===== config.mk =====
export PLATFORM = sky130hd
export DESIGN_NAME = ysyx_24110015_mem_arbiter
export DESIGN_NICKNAME = d
export VERILOG_FILES = /design/src/rtl/ysyx_24110015_mem_arbiter.sv
export SDC_FILE = /design/constraint.sdc
export NUM_CORES = 1
export LEC_CHECK = 0
export ABC_AREA = 1
export BUFFER_PORTS_ARGS = -buffer_cell sky130_fd_sc_hd__buf_2
export CORE_AREA = 2 2 126 128
export DETAILED_ROUTE_END_ITERATION = 10
export DIE_AREA = 0 0 128 130
export GPL_ROUTABILITY_DRIVEN = 0
export HOLD_SLACK_MARGIN = 0.02
export SETUP_SLACK_MARGIN = 0.1
export SKIP_CTS_REPAIR_TIMING = 1
export SLEW_MARGIN = 0
export SYNTH_ARGS = -nofsm -noshare
export SYNTH_HDL_FRONTEND = slang
export SYNTH_SLANG_ARGS = --single-unit

===== constraint.sdc =====
create_clock -name i_clk -period 1.7 [get_ports i_clk]
set_input_delay 0.085 -clock i_clk [delete_from_list [all_inputs] [get_ports i_clk]]
set_output_delay 0.085 -clock i_clk [all_outputs]
set_load 0.02 [all_outputs]

===== src/rtl/ysyx_24110015_mem_arbiter.sv =====
// Round-robin IFU/LSU arbiter onto one memory port, one transaction in flight, with a response watchdog.
// The request path is combinational. The grant stays locked until the response handshake. Responses wait on the owner's resp_ready.
module ysyx_24110015_mem_arbiter #(
   parameter int unsigned TIMEOUT = 255
) (
   input  logic        i_clk,
   input  logic        i_rst,
   input  logic        i_ifu_req_valid,
   output logic        o_ifu_req_ready,
   input  logic [31:0] i_ifu_addr,
   input  logic        i_ifu_wen,
   input  logic [31:0] i_ifu_wdata,
   input  logic [3:0]  i_ifu_wmask,
   output logic        o_ifu_resp_valid,
   input  logic        i_ifu_resp_ready,
   output logic [31:0] o_ifu_rdata,
   output logic        o_ifu_err,
   input  logic        i_lsu_req_valid,
   output logic        o_lsu_req_ready,
   input  logic [31:0] i_lsu_addr,
   input  logic        i_lsu_wen,
   input  logic [31:0] i_lsu_wdata,
   input  logic [3:0]  i_lsu_wmask,
   output logic        o_lsu_resp_valid,
   input  logic        i_lsu_resp_ready,
   output logic [31:0] o_lsu_rdata,
   output logic        o_lsu_err,
   output logic        o_s_req_valid,
   output logic [31:0] o_s_addr,
   output logic        o_s_wen,
   output logic [31:0] o_s_wdata,
   output logic [3:0]  o_s_wmask,
   input  logic        i_s_req_ready,
   input  logic        i_s_resp_valid,
   input  logic [31:0] i_s_rdata,
   input  logic        i_s_err,
   output logic        o_s_resp_ready,
   output logic        o_timeout_flag
);

   localparam int unsigned CW = (TIMEOUT > 255) ? $clog2(TIMEOUT + 1) : 8;
   localparam logic [CW-1:0] TO_LAST = CW'((TIMEOUT == 0) ? 0 : TIMEOUT - 1);
   localparam bit WD_EN = (TIMEOUT != 0);

   typedef enum logic [1:0] {S_IDLE, S_REQ, S_RESP, S_ERR} state_t;

   state_t        r_state;
   state_t        w_next;
   logic          r_owner;
   logic          r_last;
   logic          r_wen;
   logic [CW-1:0] r_cnt;
   logic          r_timeout_flag;

   logic          w_any;
   logic          w_gnt;
   logic          w_sel;
   logic          w_fwd;
   logic          w_req_hs;
   logic          w_own_rready;
   logic          w_resp_hs;
   logic          w_expire;
   logic          w_rv;
   logic          w_re;
   logic [31:0]   w_rd;

   assign w_any = i_ifu_req_valid | i_lsu_req_valid;
   // A tie goes to whichever master was not granted last.
   assign w_gnt = (i_ifu_req_valid & i_lsu_req_valid) ? ~r_last : i_lsu_req_valid;
   assign w_sel = (r_state == S_IDLE) ? w_gnt : r_owner;
   assign w_fwd = i_rst & (((r_state == S_IDLE) & w_any) | (r_state == S_REQ));

   assign o_s_req_valid   = w_fwd & (w_sel ? i_lsu_req_valid : i_ifu_req_valid);
   assign o_s_addr        = w_fwd ? (w_sel ? i_lsu_addr  : i_ifu_addr)  : 32'h0;
   assign o_s_wen         = w_fwd & (w_sel ? i_lsu_wen : i_ifu_wen);
   assign o_s_wdata       = w_fwd ? (w_sel ? i_lsu_wdata : i_ifu_wdata) : 32'h0;
   assign o_s_wmask       = w_fwd ? (w_sel ? i_lsu_wmask : i_ifu_wmask) : 4'h0;
   assign o_ifu_req_ready = w_fwd & ~w_sel & i_s_req_ready;
   assign o_lsu_req_ready = w_fwd &  w_sel & i_s_req_ready;
   assign w_req_hs        = o_s_req_valid & i_s_req_ready;

   assign w_own_rready   = r_owner ? i_lsu_resp_ready : i_ifu_resp_ready;
   // Outside RESP any slave response is unsolicited or late, so it is drained.
   assign o_s_resp_ready = (r_state == S_RESP) ? w_own_rready : 1'b1;
   assign w_resp_hs      = (r_state == S_RESP) & i_s_resp_valid & w_own_rready;
   assign w_expire       = WD_EN & (r_state == S_RESP) & ~i_s_resp_valid & (r_cnt == TO_LAST);

   assign w_rv = ((r_state == S_RESP) & i_s_resp_valid) | (r_state == S_ERR);
   assign w_re = ((r_state == S_RESP) & i_s_resp_valid & i_s_err) | (r_state == S_ERR);
   assign w_rd = ((r_state == S_RESP) & i_s_resp_valid & ~i_s_err & ~r_wen) ? i_s_rdata : 32'h0;

   assign o_ifu_resp_valid = w_rv & ~r_owner;
   assign o_ifu_err        = w_re & ~r_owner;
   assign o_ifu_rdata      = r_owner ? 32'h0 : w_rd;
   assign o_lsu_resp_valid = w_rv & r_owner;
   assign o_lsu_err        = w_re & r_owner;
   assign o_lsu_rdata      = r_owner ? w_rd : 32'h0;
   assign o_timeout_flag   = r_timeout_flag;

   always_comb begin
      w_next = r_state;
      case (r_state)
         S_IDLE: if (w_any) w_next = w_req_hs ? S_RESP : S_REQ;
         S_REQ:  if (w_req_hs) w_next = S_RESP;
         S_RESP: begin
            if (w_resp_hs)     w_next = S_IDLE;
            else if (w_expire) w_next = S_ERR;
         end
         S_ERR:  if (w_own_rready) w_next = S_IDLE;
         default: w_next = S_IDLE;
      endcase
   end

   always_ff @(posedge i_clk or negedge i_rst) begin
      if (!i_rst) begin
         r_state        <= S_IDLE;
         r_owner        <= 1'b0;
         r_last         <= 1'b0;
         r_wen          <= 1'b0;
         r_cnt          <= '0;
         r_timeout_flag <= 1'b0;
      end else begin
         r_state <= w_next;
         if ((r_state == S_IDLE) && w_any) begin
            r_owner <= w_gnt;
            r_last  <= w_gnt;
         end
         // Remember the direction so write responses return zero data.
         if (w_req_hs) r_wen <= o_s_wen;
         if ((r_state != S_RESP) || w_resp_hs || w_expire) r_cnt <= '0;
         else if (!i_s_resp_valid)                         r_cnt <= r_cnt + CW'(1);
         if (w_expire) r_timeout_flag <= 1'b1;
      end
   end

endmodule


==> results by group <==
Setup path
  – Delay-heaviest family, CP: simple AND/OR/NAND/NOR gates
  – Critical Path, Cell by Cell: nor2_4, nand3_2, nand2_4, inv_4, nor2_4, buf_12, clkbuf_16, a22o_1, buf_6
  – WS Path Type: register to primary output
  – Max FO, Critical Path: 8
  – Type of origin of the critical path: register
  – CP max-delay cell: dfrtp_2
  – CP Data Arrival Time: 1.89 ns
  – Crit. End Element: primary output
  – Worst EP required: 1.62 ns
  – CP Buf/Inv Count: 4
  – CP most frequent cell: nor2_4
  – Crit-path max cell delay: 0.47 ns

Floorplanning
  – Core area: 0.0154 sq mm
  – Number of placement rows: 46
  – Die X: 128 um
  – Die extent in y: 130 um
  – I/O pin total: 321
  – Initial Util: 13.4%
  – DIE AREA: 0.0166 sq mm

Global route
  – Vias in the first global route: 3052
  – Pin count of the biggest net entering global routing: 65
  – GRT Total Usage: 13.0%
  – Total gr overflow: 0
  – Global-route wire length before repair: 16.9 mm
  – Initial antenna violation count: 2

Synthesis
  – Cell variety after synth: 31
  – Synthesized area: 0.00207 sq mm
  – Dominant cell type by area after synthesis: a22o_1
  – Synth Net Count: 497
  – Top cell type's share of synthesized area: 28.7%
  – Sequential share of the synthesized area: 15.7%
  – YS warnings: 0
  – Post-synthesis register bit count: 13
  – Syn_area_per_cell: 6.56 sq um
  – Synth area leaders: a22o_1 29%, nor3_1 16%, dfrtp_1 16%
  – Synth Instances: 316

STA
  – Clock skew after layout: 0.000571 ns
  – Setup ws final: -0.273 ns
  – Maximum clock rate: 507 MHz
  – Max_slew headroom: 69.2%
  – Setup TNS: -17.38 ns
  – RSZ-0062 raised after global routing: yes
  – Worst Hold Margin: 0.165 ns
  – Tcrit/Tclk final: 116%
  – Post-layout min period: 1.97 ns
  – Worst Tran Pin Value: 0.463 ns
  – Final Slew Violations: 0
  – Final setup violation count: 129
  – Hold Violations, Final: 0

Detailed routing
  – Iteration-0 DRC Markers: 169
  – Vias: 3663
  – Metal3 WL: 1.02 mm
  – Met1 WL: 6.30 mm
  – Final ANT Viol Nets: 0
  – Wire length on met2: 6.80 mm
  – DRT Pass-1 Iters: 4
  – Max Used Layer: met4
  – Vias per cell: 4.37
  – Routed wire length: 14.3 mm
  – # DRC: 0
  – Mean routed wirelength per cell: 17.0 um

CTS
  – CTS Sinks: 13
  – Maximum clock path buffer count: 2
  – Root Buffer: clkbuf_16
  – Worst-path clk slew: 0.04 ns
  – CTS tree: done
  – H-tree Lvls: 1
  – CTS buffer count: 3
  – Worst skew pair latency: 0.24 ns

Final layout
  – Post-Layout Cell Count: 839
  – Multi-input logic area: 0.00164 sq mm
  – Area Overhead vs Synth: 138%
  – Nets: 827
  – Fillers: 1672
  – Register Area: 328 sq um
  – Layout cells sized above 1: 63.4%

Placed design
  – Post-DP HPWL: 10.6 mm
  – Placed Cells: 818
  – Setup WS pre-CTS: -0.173 ns
  – Port Buf Inserts: 320

Status
  – Violated checks: negative setup slack
  – Status: complete, but fails checks

Power and ir drop
  – Worst VDD drop: 0.626 mV
  – Total Power Consumption: 6.24 mW
  – Power Density: 1270 mW/mm^2
  – Pleak: 2.75 nW

Worst hold path
  – Worst Hold Class: input pin to register

Flow run
  – Max-capacitance violation count: 0
## synth_stat cells (all sizes together)
cell type  count
or2            1
clkinv         1
o21bai         1
nor2          25
nor3          67
xor2           2
nand2         35
dfrtp         13
o21ai          5
nand4          2
nor3b          1
nand3          7
buf           21
a21oi          4
a22o          68
clkbuf         6
o21a           1
a22oi          1
ha             2
xnor2          2
inv           51
## registers in the layout (all words and copies together) (netlist names)
name            flops
o_timeout_flag      1
r_wen               1
r_owner             1
r_state             2
r_cnt               8
## layer usage
metal  GRT usage [%]  vias to the layer above
li1                -                     1768
met1            17.6                     1718
met2            21.9                      168
met3            2.13                        9
met4            3.04                        0
met5               0                        -
## cell usage in the layout (no fill, tap or decap), types with 2 or more instances in the layout
cell	n
a21oi_1	4
a22o_1	62
a22o_4	6
buf_12	5
buf_2	220
buf_4	67
buf_6	55
clkbuf_16	7
dfrtp_1	11
dfrtp_2	2
diode_2	2
ha_1	2
inv_1	48
inv_2	2
nand2_1	29
nand2_2	3
nand2_4	3
nand3_1	5
nand3_2	2
nand4_1	2
nor2_1	20
nor2_4	4
nor3_1	40
nor3_2	26
o21ai_4	2
xnor2_1	2
xor2_1	2
## worst paths after layout
kind / from / to / slack (ns) / cells past startpoint
setup / recovery: r_state[0]$_DFFE_PN0P_ / o_s_wdata[20] / -0.27 / 9
hold / removal: i_s_resp_valid / r_cnt[1]$_DFFE_PN0P_ / 0.17 / 3
setup reg to reg: r_state[0]$_DFFE_PN0P_ / r_wen$_DFFE_PN0P_ / 0.11 / 9
hold reg to reg: o_timeout_flag$_DFFE_PN0P_ / o_timeout_flag$_DFFE_PN0P_ / 0.48 / 1
max in group asynchronous: i_rst / r_state[0]$_DFFE_PN0P_ / 1.20 / 3
min in group asynchronous: i_rst / r_cnt[3]$_DFFE_PN0P_ / 0.32 / 3
## where the power goes
group | internal [mW] | switching, mW | total, mW
Combinational | 2.37 | 2.98 | 5.34
Clock | 0.316 | 0.123 | 0.439
Sequential | 0.371 | 0.0930 | 0.464
Total | 3.05 | 3.19 | 6.24
## worst min-delay path: cells and delay by family
family | cells | cell delay [ns]
buffers and inverters | 1 | 0.12
AND/OR/NAND/NOR | 1 | 0.09
AO/OA/AOI/OAI | 1 | 0.07
## cell type report
| class | count | area share (%) |
|---|---|---|
| Sequential cell | 13 | 6.65 |
| Antenna cell | 2 | 0.102 |
| Multi-Input combinational cell | 224 | 33.4 |
| Inverter | 52 | 4.01 |
| Clock buffer | 4 | 1.60 |
| Tap cell | 192 | 4.88 |
| Timing Repair Buffer | 352 | 49.4 |
## cells by family (layout without fill, tap and decap cells)
kind of cell | after synthesis | in the layout | synth area share [%]
other cells | 0 | 2 | 0
flops | 13 | 13 | 15.7
fa+ha+maj | 2 | 2 | 1.21
compound gates | 80 | 80 | 32.2
simple gates | 138 | 138 | 32.2
buf+inv | 79 | 408 | 17.0
xor+xnor | 4 | 4 | 1.69
## stage by stage
step	cell area, sq um	utilization [%]
global route	4930	31.9
finish	4930	31.9
global placement	4000	25.9
floorplan	2150	-
detailed placement	4000	25.9
CTS	4080	26.5
Power figures use the tool's default switching activity.
